## src/rtl/div_if.sv

```systemverilog
// Handshake and result bundle between the execute stage and the
// multi-cycle RV32M divider.
interface div_if;
   logic        start_i;
   logic [2:0]  op_i;
   logic [31:0] dividend_i;
   logic [31:0] divisor_i;
   logic [4:0]  reg_waddr_i;
   logic        flush_i;
   logic [31:0] result_o;
   logic        ready_o;
   logic [4:0]  reg_waddr_o;
   logic        div_busy_o;

   // Execute stage side: issues requests and consumes results
   modport master (
      output start_i, op_i, dividend_i, divisor_i, reg_waddr_i, flush_i,
      input  result_o, ready_o, reg_waddr_o, div_busy_o
   );

   // Divider side
   modport slave (
      input  start_i, op_i, dividend_i, divisor_i, reg_waddr_i, flush_i,
      output result_o, ready_o, reg_waddr_o, div_busy_o
   );
endinterface

```

## src/rtl/div.sv

```systemverilog
// Multi-cycle RV32M divider (DIV/DIVU/REM/REMU).
// Radix-2 restoring division on operand magnitudes, one quotient bit per
// cycle over 32 CALC cycles, with the sign fix applied when the result
// register is loaded. Divide by zero short-circuits straight to END.
module div (
   input logic  clk,
   input logic  rst,
   div_if.slave bus
);

   typedef enum logic [1:0] {IDLE, CALC, END} state_t;

   state_t      state;
   logic [4:0]  count;
   logic        op_rem;
   logic        neg_q;
   logic        neg_r;
   logic [31:0] dvd;
   logic [31:0] dsr;
   logic [31:0] rem;
   logic [31:0] quo;
   logic [31:0] result_q;
   logic        ready_q;
   logic [4:0]  waddr_q;

   logic        start_ok;
   logic        in_signed;
   logic        a_neg;
   logic        b_neg;
   logic [31:0] a_mag;
   logic [31:0] b_mag;
   logic [32:0] shifted;
   logic [33:0] diff;
   logic        ge;
   logic [31:0] rem_next;
   logic [31:0] quo_next;
   logic [31:0] final_val;

   assign bus.result_o    = result_q;
   assign bus.ready_o     = ready_q;
   assign bus.reg_waddr_o = waddr_q;
   assign bus.div_busy_o  = (state != IDLE);

   // Request decode and operand magnitudes; flush beats a simultaneous start
   always_comb begin
      start_ok  = bus.start_i & bus.op_i[2] & ~bus.flush_i;
      in_signed = ~bus.op_i[0];
      a_neg     = in_signed & bus.dividend_i[31];
      b_neg     = in_signed & bus.divisor_i[31];
      a_mag     = a_neg ? (32'd0 - bus.dividend_i) : bus.dividend_i;
      b_mag     = b_neg ? (32'd0 - bus.divisor_i) : bus.divisor_i;
   end

   // One restoring step; the trial remainder needs 33 bits because the
   // shifted value can reach twice the divisor magnitude minus one
   always_comb begin
      shifted   = {rem, dvd[31]};
      diff      = {1'b0, shifted} - {2'b00, dsr};
      ge        = ~diff[33];
      rem_next  = ge ? diff[31:0] : shifted[31:0];
      quo_next  = {quo[30:0], ge};
      if (op_rem) begin
         final_val = neg_r ? (32'd0 - rem_next) : rem_next;
      end else begin
         final_val = neg_q ? (32'd0 - quo_next) : quo_next;
      end
   end

   // Control FSM and datapath registers; outputs are all registered
   always_ff @(posedge clk or posedge rst) begin
      if (rst) begin
         state    <= IDLE;
         count    <= 5'd0;
         op_rem   <= 1'b0;
         neg_q    <= 1'b0;
         neg_r    <= 1'b0;
         dvd      <= 32'd0;
         dsr      <= 32'd0;
         rem      <= 32'd0;
         quo      <= 32'd0;
         result_q <= 32'd0;
         ready_q  <= 1'b0;
         waddr_q  <= 5'd0;
      end else begin
         case (state)
            IDLE: begin
               ready_q <= 1'b0;
               if (start_ok) begin
                  waddr_q <= bus.reg_waddr_i;
                  if (bus.divisor_i == 32'd0) begin
                     result_q <= bus.op_i[1] ? bus.dividend_i : 32'hFFFF_FFFF;
                     ready_q  <= 1'b1;
                     state    <= END;
                  end else begin
                     op_rem <= bus.op_i[1];
                     neg_q  <= a_neg ^ b_neg;
                     neg_r  <= a_neg;
                     dvd    <= a_mag;
                     dsr    <= b_mag;
                     rem    <= 32'd0;
                     quo    <= 32'd0;
                     count  <= 5'd0;
                     state  <= CALC;
                  end
               end
            end
            CALC: begin
               if (bus.flush_i) begin
                  count <= 5'd0;
                  state <= IDLE;
               end else begin
                  rem   <= rem_next;
                  quo   <= quo_next;
                  dvd   <= {dvd[30:0], 1'b0};
                  count <= count + 5'd1;
                  if (count == 5'd31) begin
                     result_q <= final_val;
                     ready_q  <= 1'b1;
                     state    <= END;
                  end
               end
            end
            END: begin
               ready_q <= 1'b0;
               state   <= IDLE;
            end
            default: begin
               ready_q <= 1'b0;
               state   <= IDLE;
            end
         endcase
      end
   end

endmodule

```

## src/flat_wrapper.sv

```systemverilog
// flat-port wrapper written by rule: the top's interface ports become plain ports
module div_flat 
  (clk, rst, bus_start_i, bus_op_i, bus_dividend_i, bus_divisor_i, bus_reg_waddr_i, bus_flush_i, bus_result_o, bus_ready_o, bus_reg_waddr_o, bus_div_busy_o);
  div_if bus_i ();
  input logic clk;
  input logic rst;
  input wire logic [$bits(bus_i.start_i)-1:0] bus_start_i;
  input wire logic [$bits(bus_i.op_i)-1:0] bus_op_i;
  input wire logic [$bits(bus_i.dividend_i)-1:0] bus_dividend_i;
  input wire logic [$bits(bus_i.divisor_i)-1:0] bus_divisor_i;
  input wire logic [$bits(bus_i.reg_waddr_i)-1:0] bus_reg_waddr_i;
  input wire logic [$bits(bus_i.flush_i)-1:0] bus_flush_i;
  output wire logic [$bits(bus_i.result_o)-1:0] bus_result_o;
  output wire logic [$bits(bus_i.ready_o)-1:0] bus_ready_o;
  output wire logic [$bits(bus_i.reg_waddr_o)-1:0] bus_reg_waddr_o;
  output wire logic [$bits(bus_i.div_busy_o)-1:0] bus_div_busy_o;
  assign bus_i.start_i = bus_start_i;
  assign bus_i.op_i = bus_op_i;
  assign bus_i.dividend_i = bus_dividend_i;
  assign bus_i.divisor_i = bus_divisor_i;
  assign bus_i.reg_waddr_i = bus_reg_waddr_i;
  assign bus_i.flush_i = bus_flush_i;
  assign bus_result_o = bus_i.result_o;
  assign bus_ready_o = bus_i.ready_o;
  assign bus_reg_waddr_o = bus_i.reg_waddr_o;
  assign bus_div_busy_o = bus_i.div_busy_o;
  div u_core (.clk(clk), .rst(rst), .bus(bus_i));
endmodule
```

## config.mk

```make
export PLATFORM = sky130hd
export DESIGN_NAME = div_flat
export DESIGN_NICKNAME = d
export VERILOG_FILES = /design/src/rtl/div_if.sv /design/src/rtl/div.sv /design/src/flat_wrapper.sv
export SDC_FILE = /design/constraint.sdc
export NUM_CORES = 1
export LEC_CHECK = 0
export CORE_AREA = 2 2 150 152
export DETAILED_ROUTE_END_ITERATION = 16
export DIE_AREA = 0 0 152 154
export GPL_ROUTABILITY_DRIVEN = 0
export HOLD_SLACK_MARGIN = 0.02
export PLACE_DENSITY = 0.81
export SLEW_MARGIN = 10
export SYNTH_ARGS = -nofsm -noshare
export SYNTH_HDL_FRONTEND = slang
export SYNTH_SLANG_ARGS = --single-unit
```

## constraint.sdc

```tcl
create_clock -name clk -period 7.4 [get_ports clk]
set_input_delay 1.48 -clock clk [delete_from_list [all_inputs] [get_ports clk]]
set_output_delay 1.48 -clock clk [all_outputs]
set_load 0.02 [all_outputs]
```

==> run metrics, run 1 <==
top_reg_cell synth dfrtp_1; Final Cycle Share between 70% and 80%; starting density of the core 58.73%; Psw roughly 1.1 mW; area of the mapped netlist 12740 sq um; H-tree Lvls 4; adder and majority gate portion of the synthesized area 3.890%; syn avg cell area 8.128 sq um; worst setup skew after layout roughly 0.016 ns; #FFs+latches synth ~180; PortBufs 114; class of the tightest hold or removal check reg2reg; nets@finish 1738; drt total wl 35560 um; Max transition margin 24.34%; WP data required ~7.7 ns; Die ar. about 23000 sq um; RR Endpoint u_core.bus.result_o[30]; CTS root buf clkbuf_16; Top Layer Used met4; f_max 0.1710 GHz; gr usage total 30.30%; critical path startpoint category flop; vias per cell around 6.4; top cells by area, synth dfrtp_1, o21ai_0, nand2_1, xor2_1, a21oi_1; final non-filler cell total ~1900; Vert. Die Dim 154 um; Worst path slowest cell o41ai_2; DRC viols 0; per-cell routed wire length 18.56 um; routed wl met3 3066 um; switching part of the total power 36.27%; Reg power frac 38.6%; met2 wire len 16410 um; max incr delay on CP 0.56 ns; Slew Viols, Final 0; DR pass1 iterations 5; DR iter-0 viols around 1200; pwr dens 200.6 nW/um^2; ys async rst share 100.0%; Critical Path End Type flop; post-cts gate resize count 0; CTS Buf Count 17; Register-to-Register Path Depth 17; post-route ant nets 0; Yosys cell types 80; post-synthesis mux area share 2.191%; crit path kind reg2reg; area share of xor/xnor cells in the synthesized design 9.214%; Setup crit end u_core.bus.result_o[30]; num ports 115; Worst-Margin Slew about 1.1 ns; Clock power frac a little under a third; P&R area growth vs syn 14.67%; ant diodes 0; vias in the first global route 11587; worst skew pair latency 0.46 ns; Worst Setup SP u_core.rem[9]; Peak VDD IR 0.0001486 V; syn_nets 1682; CTS sink cnt 175; Core ar. around 22000 sq um; reg-to-reg slack, setup approximately 1.6 ns; dpl hpwl 25870 um; number of synthesized flops with an enable pin 0; initial antenna violation count 0; RSZ-0062 raised after global routing no; min cycle time layout 5.850 ns; Yosys Warn Count 0; Critical Path AT slightly above 6 ns; outcome finished clean; critical register-to-register path startpoint u_core.rem[9]; CP max FO 44; most common cell after layout, fill and taps aside nand2_1; largest net degree at the start of global routing 115; Std-Cell Rows 54; post-synth top area cell dfrtp_1; Syn Inst Count roughly 1600; most frequent cells in the layout nand2_1, o21ai_0, dfrtp_1; Setup TNS 0 ns; internal power 1.867 mW; CTS Hold Bufs 0; clk slew on worst S/H paths 0.07 ns; Final Hold Vio Count 0; top cell type's share of synthesized area 34.38%; Synth Area in Simple Gates 19.93%; Logic pwr share 29.6%; Die W 152 um; worst path cell trace ha_1 -> a21oi_1 -> o21ai_0 -> nand2_1 -> a31o_1 -> nand3_4 -> inv_4 -> mux2i_1 -> ha_1 -> nand2_1 -> or4_1 -> o41ai_2 -> o2111ai_1 -> nor3_1 -> nand4b_1 -> mux2i_1 -> o31ai_1; global route overflow 0; dpl cells 1884; wire length on met1 15260 um; layout cells sized above 1 5.440%; CTS tree yes; Synth Area in Compound Gates 25.87%; first-pass GRT wire length 58590 um; Vias 12198; clk buf depth 2; Post CTS Setup Buffer Count 0; setup violators final 0; Worst Hold Depth 2; sequential area share after synthesis 34.38%; maxcap violations 0; leak pwr 6.285 nW; largest family of logic cells by synthesized area compound AO/OA/AOI/OAI gates
power by group through the flow:
stage	registers, mW	logic [mW]	clock network (mW)
after floorplan	1.12	0.626	0
after global placement	1.14	0.827	0
after detailed placement	1.15	0.849	0
after CTS	1.13	0.854	0.937
after global routing	1.15	0.958	0.980
final	1.13	0.866	0.933
metal layers:
layer / track usage [%] / up-vias
met3: 6.398 / 85
met1: 41.19 / 5765
met4: 8.812 / 0
met2: 49.12 / 590
li1: - / 5758
met5: 0 / -
sequential cells by signal, summed over array words and instances (netlist names), 2 cells and up:
register	cells
u_core.dsr	32
u_core.bus.reg_waddr_o	5
u_core.count	5
u_core.quo	31
u_core.rem	32
u_core.dvd	32
u_core.bus.result_o	32
u_core.state	2
layout make-up:
type	count	area, sq um
Timing Repair Buffer	126	1244
Multi-Input combinational cell	1246	7812
Inverter	57	221.5
Clock buffer	18	429.2
Fill cell	1790	7083
Tap cell	280	350.3
Sequential cell	175	4379
Clock inverter	14	168.9
cells in the mapped netlist (33+ instances only):
cell type	n
dfrtp_1	175
nor2_1	118
a22o_1	40
xor2_1	76
nor3_1	34
o31ai_1	33
inv_1	56
nand2_1	201
a21oi_1	131
xnor2_1	58
clkbuf_1	70
o21ai_0	185
ha_1	38
critical path: cells and delay by family (launching register included):
kind,cells,cell delay (ns)
compound gates,6,2.23
fa+ha+maj,2,0.73
buf+inv,1,0.39
flops,1,0.49
simple gates,6,1.39
mux,2,0.52
how the worst min path moves through the flow:
stage                         startpoint              to
after floorplan            u_core.dvd[0]   u_core.dvd[0]
after global placement     u_core.dvd[2]   u_core.dvd[2]
after detailed placement  u_core.dsr[17]  u_core.dsr[17]
after CTS                 u_core.dsr[17]  u_core.dsr[17]
after global routing      u_core.dvd[12]  u_core.dvd[12]
final                     u_core.dsr[17]  u_core.dsr[17]
stage by stage:
step	total power, mW	instance area (sq um)	worst slack, ns	hold WS [ns]	utilization [%]
detailed placement	1.995	14010	1.727	0.4702	64.58
global route	3.083	14610	1.161	0.5053	67.34
CTS	2.921	14610	1.682	0.4851	67.34
floorplan	1.748	12740	1.175	0.4488	-
global placement	1.970	14010	1.929	0.4631	64.58
finish	2.930	14610	1.550	0.4781	67.34
logic make-up after synthesis:
logic type	count (synthesis)
fa+ha+maj	39
buf+inv	146
compound gates	523
mux	27
xor+xnor	134
simple gates	523
flops	175
Note: power is estimated with default switching activity, not from simulation.
==> inputs of run 2 (changes only) <==
==> constraint.sdc (replaced) <==
create_clock -name clk -period 6 [get_ports clk]
set_input_delay 1.2 -clock clk [delete_from_list [all_inputs] [get_ports clk]]
set_output_delay 1.2 -clock clk [all_outputs]
set_load 0.02 [all_outputs]
==> run 2 against run 1 <==
Combinational power is 26% higher. Clock power is 23% higher. Critical path depth is 1 lower. Cell count is 0.26% higher. Highest routed layer unchanged.
==> run metrics, run 2 (synthesis gave the netlist of run 1 again) <==
register area 4379 sq um; clk buf depth 2; Die ar. 23410 sq um; RSZ-0062 raised after global routing no; pwr dens 247.8 nW/um^2; Peak VDD IR about 0.00018 V; PortBufs 114; Die W ~150 um; nets@finish ~1700; CTS tree yes; maxcap violations 0; Worst Hold Depth 2; switching part of the total power 35.45%; Critical Path AT 5.84 ns; Final Core Density between 60% and 70%; CTS Hold Bufs 0; Clock power frac 31.7%; H-tree Lvls 4; Vert. Die Dim approximately 150 um; WP data required 6.32 ns; most frequent cells in the layout nand2_1, o21ai_0, dfrtp_1; CP max FO 10; CTS root buf clkbuf_16; P&R area growth vs syn 15.09%; Reg power frac around two fifths; worst path cell trace ha_1 -> a21oi_1 -> o21ai_1 -> and2_1 -> o211ai_2 -> nand3_4 -> o21ai_0 -> ha_1 -> nand2_1 -> or4_1 -> o41ai_2 -> o2111ai_1 -> o41ai_1 -> xor2_1 -> a211oi_1 -> o21ai_1; Register-to-Register Path Depth 16; Max transition margin between 10% and 20%; internal power 2.345 mW; class of the tightest hold or removal check reg2reg; f_max 0.1811 GHz; post-route ant nets 0; dpl cells 1889; Slew Viols, Final 0; outcome finished clean; first-pass GRT wire length 59030 um; min cycle time layout approximately 5.5 ns; Setup TNS 0 ns; global route overflow 0; post-cts gate resize count 0; initial antenna violation count 0; layout cells sized above 1 5.728%; Multi-input gate area 7812 sq um; largest net degree at the start of global routing 92; worst hold margin approximately 0.48 ns; starting density of the core 58.73%; Vias 12333; most common cell after layout, fill and taps aside nand2_1; max incr delay on CP 0.64 ns; gr usage total between 30 and 40%; CTS Buf Count 17; per-cell routed wire length between 15 and 20 um; worst skew pair latency 0.44 ns; Filler Cells Inserted approximately 1800; worst setup skew after layout 0.009763 ns; num ports 115; Psw 1.288 mW; Critical Path End Type flop; Worst-Margin Slew between 1 and 1.5 ns; Post CTS Setup Buffer Count 0; final non-filler cell total 1921; critical path startpoint category flop; clk slew on worst S/H paths 0.07 ns; DR iter-0 viols 1520; Final Cycle Share approximately 92%; vias in the first global route roughly 12000; Worst path slowest cell o41ai_2; Core ar. 21690 sq um; crit path kind reg2reg; Final Hold Vio Count 0; vias per cell around 6.4; DR pass1 iterations 6; dpl hpwl 26450 um; setup violators final 0; leak pwr 6.315 nW; Std-Cell Rows 54; drt total wl between 30000 and 40000 um; DRC viols 0; Logic pwr share 30.1%; CTS sink cnt approximately 180; ant diodes 0
[run 2: changes by cell type in the layout (fill, tap and decap cells not counted), sizes merged]
cell,delta
clkbuf,+1
bufinv,+1
clkinv,+3
buf,+5
clkinvlp,+1
inv,-6
[run 2: area by class of cell]
type / count / share of cell area [%]
clock inverters: 13 / 1.084
multi-input cells: 1246 / 53.29
repair buffers: 131 / 8.826
inverters: 57 / 1.511
well taps: 280 / 2.390
flip-flops and latches: 175 / 29.87
clock buffers: 19 / 3.022
[run 2: layer usage]
layer / up-vias / global-route usage, % / share of wire [%]
li1: 5776 / - / -
met1: 5787 / 42.27 / 42
met2: 675 / 49.03 / 46
met3: 95 / 4.707 / 8.8
met4: 0 / 10.90 / 2.7
met5: - / 0 / 0
[run 2: stage by stage]
step / setup WS (ns) / instance area (sq um) / total power, mW
6_report: 0.4773 / 14660 / 3.632
5_1_grt: 0.1172 / 14660 / 3.808
4_1_cts: 0.6098 / 14660 / 3.613
3_5_place_dp: 0.6235 / 14060 / 2.476
3_3_place_gp: 0.9392 / 14060 / 2.441
2_1_floorplan: 0.05480 / 12740 / 2.155
[run 2: final timing paths]
kind	slack [ns]	from	endpoint
max	0.48	u_core.rem[7]	u_core.bus.result_o[26]
min	0.48	u_core.bus.result_o[4]	u_core.bus.result_o[4]
max reg2reg	0.48	u_core.rem[7]	u_core.bus.result_o[26]
min reg2reg	0.48	u_core.bus.result_o[4]	u_core.bus.result_o[4]
max in group asynchronous	3.71	rst	u_core.dsr[26]
min in group asynchronous	1.29	rst	u_core.dvd[5]
[run 2: critical path, delay by kind of cell, from the launching register on]
family / cells / cell delay, ns
AO/OA/AOI/OAI: 9 / 3.18
XOR/XNOR: 1 / 0.12
adder cells (fa/ha/maj): 2 / 0.69
flip-flops: 1 / 0.43
AND/OR/NAND/NOR: 4 / 0.99
[run 2: power by group through the flow]
stage	combinational (mW)	sequential, mW	clock (mW)
after floorplan	0.772	1.38	0
after global routing	1.20	1.40	1.20
after detailed placement	1.07	1.41	0
after global placement	1.04	1.40	0
final	1.09	1.39	1.15
after CTS	1.08	1.39	1.15
==> inputs of run 3 (changes only) <==
--- a/config.mk
+++ b/config.mk
@@ -5,12 +5,13 @@
 export SDC_FILE = /design/constraint.sdc
 export NUM_CORES = 1
 export LEC_CHECK = 0
-export CORE_AREA = 2 2 150 152
+export CAP_MARGIN = 30
+export CORE_AREA = 2 2 156 158
 export DETAILED_ROUTE_END_ITERATION = 16
-export DIE_AREA = 0 0 152 154
+export DIE_AREA = 0 0 158 160
 export GPL_ROUTABILITY_DRIVEN = 0
 export HOLD_SLACK_MARGIN = 0.02
-export PLACE_DENSITY = 0.81
+export PLACE_DENSITY = 0.76
 export SLEW_MARGIN = 10
 export SYNTH_ARGS = -nofsm -noshare
 export SYNTH_HDL_FRONTEND = slang
==> constraint.sdc (replaced) <==
create_clock -name clk -period 6 [get_ports clk]
set_input_delay 0.6 -clock clk [delete_from_list [all_inputs] [get_ports clk]]
set_output_delay 0.6 -clock clk [all_outputs]
set_load 0.02 [all_outputs]
==> run 3 against run 2 <==
Power fell by 2.0%. Die area rose by 8.0%. Setup slack better by 0.19 ns. Combinational power barely moved. Fmax grew 3.5%. Wire length shrank 2.7%. Sequential share of layout area is 0.10 points lower. Register-to-register slack better by 0.19 ns. Clock power down 6%. Cell area rose by 0.35%. Sequential power is essentially flat. Highest routed layer unchanged.
==> run metrics, run 3 (synthesis gave the netlist of run 1 again) <==
leak pwr 6.308 nW; WP data required 6.32 ns; CP max FO 10; Worst-Margin Slew 0.9424 ns; final setup margin 0.6638 ns; Multi-input gate area 7812 sq um; Vias between 10000 and 15000; CTS Hold Bufs 0; outcome finished clean; vias in the first global route about 11000; worst hold margin 0.4780 ns; layout cells sized above 1 under 10%; H-tree Lvls 4; Peak VDD IR 0.0001373 V; worst skew pair latency approximately 0.44 ns; P&R area growth vs syn 15.49%; DRC viols 0; Setup WS pre-CTS approximately 0.77 ns; vias per cell 6.123; setup violators final 0; Setup TNS 0 ns; first-pass GRT wire length between 50000 and 60000 um; Max transition margin 37.18%; clk buf depth 2; switching part of the total power 36.14%; Core ar. approximately 24000 sq um; gr usage total between 20% and 30%; CTS root buf clkbuf_16; per-cell routed wire length 17.99 um; DR pass1 iterations 6; DR iter-0 viols 1264; dpl hpwl about 26000 um; most frequent cells in the layout nand2_1, o21ai_0, dfrtp_1; crit path kind reg2reg; Final Cycle Share 88.94%; worst setup skew after layout about 0.017 ns; Vert. Die Dim 160 um; largest net degree at the start of global routing 83; critical path startpoint category flop; drt total wl 35380 um; most common cell after layout, fill and taps aside nand2_1; Post CTS Setup Buffer Count 0; Critical Path AT 5.65 ns; PortBufs between 100 and 150; Final Hold Vio Count 0; Slew Viols, Final 0; RSZ-0062 raised after global routing no; Logic pwr share 30.8%; class of the tightest hold or removal check reg2reg; internal power around 2.3 mW; Die ar. approximately 25000 sq um; Die W 158 um; Std-Cell Rows 57; Psw 1.286 mW; f_max 0.1874 GHz; post-cts gate resize count 0; num ports 115; Clock power frac a little under a third; nets@finish ~1700; CTS Buf Count 17; maxcap violations 0; Reg power frac 38.8%; starting density of the core 53.47%; ant diodes 0; CTS sink cnt 175; post-route ant nets 0; min cycle time layout 5.336 ns; Critical Path End Type flop; register area about 4400 sq um; initial antenna violation count 0; clk slew on worst S/H paths 0.07 ns; CTS tree yes; global route overflow 0; Filler Cells Inserted about 2200; pwr dens 241.9 nW/um^2
==> run 3: layer usage <==
metal  track usage, %  wire length, um  vias to the layer above
met5                0                0                        -
met4            8.436              880                        0
met3            4.640             2608                       70
met2            44.23            15800                      520
met1            40.54            16090                     5672
li1                 -                -                     5781
==> run 3: per-stage QoR <==
stage / std cells / utilization (%) / power, mW / instance area, sq um
after global routing: 1967 / 61.76 / 3.745 / 14710
after global placement: 1931 / 59.08 / 2.435 / 14070
after floorplan: 1567 / - / 2.155 / 12740
after detailed placement: 1932 / 59.14 / 2.461 / 14090
after CTS: 1964 / 61.50 / 3.545 / 14650
final: 1967 / 61.76 / 3.558 / 14710
==> run 3: critical path, cell delays in order (launching register included) <==
cell and delay (ns):
dfrtp_1 0.46, ha_1 0.45, a21oi_1 0.26, o21ai_1 0.19
a21oi_1 0.23, a31o_1 0.41, nand3_4 0.18, inv_4 0.11
mux2i_1 0.29, ha_1 0.26, nand2_1 0.08, or4_1 0.45
o41ai_2 0.56, o2111ai_1 0.34, o41ai_1 0.50, xor2_1 0.11
a211oi_1 0.24, o21ai_1 0.09
==> run 3: cell type report <==
type | instances | area share, %
Clock buffer | 19 | 3.011
Clock inverter | 13 | 0.8165
Inverter | 57 | 1.505
Multi-Input combinational cell | 1246 | 53.11
Sequential cell | 175 | 29.77
Tap cell | 324 | 2.756
Timing Repair Buffer | 133 | 9.033
==> run 3: worst paths after layout <==
check                      slack (ns)  depth (start not counted)                       to            from
min in group asynchronous        0.55                          2            u_core.dvd[5]             rst
setup / recovery                 0.66                         17  u_core.bus.result_o[26]  u_core.rem[15]
max in group asynchronous        4.37                          3          u_core.count[1]             rst
hold reg to reg                  0.48                          2           u_core.dsr[19]  u_core.dsr[19]
hold / removal                   0.48                          2           u_core.dsr[19]  u_core.dsr[19]
setup reg to reg                 0.66                         17  u_core.bus.result_o[26]  u_core.rem[15]
==> run 3: power by group through the flow <==
stage | clock (mW) | sequential (mW) | combinational, mW
5_1_grt | 1.14 | 1.40 | 1.21
6_report | 1.08 | 1.38 | 1.09
4_1_cts | 1.10 | 1.39 | 1.06
3_5_place_dp | 0 | 1.41 | 1.05
3_3_place_gp | 0 | 1.40 | 1.03
2_1_floorplan | 0 | 1.38 | 0.772
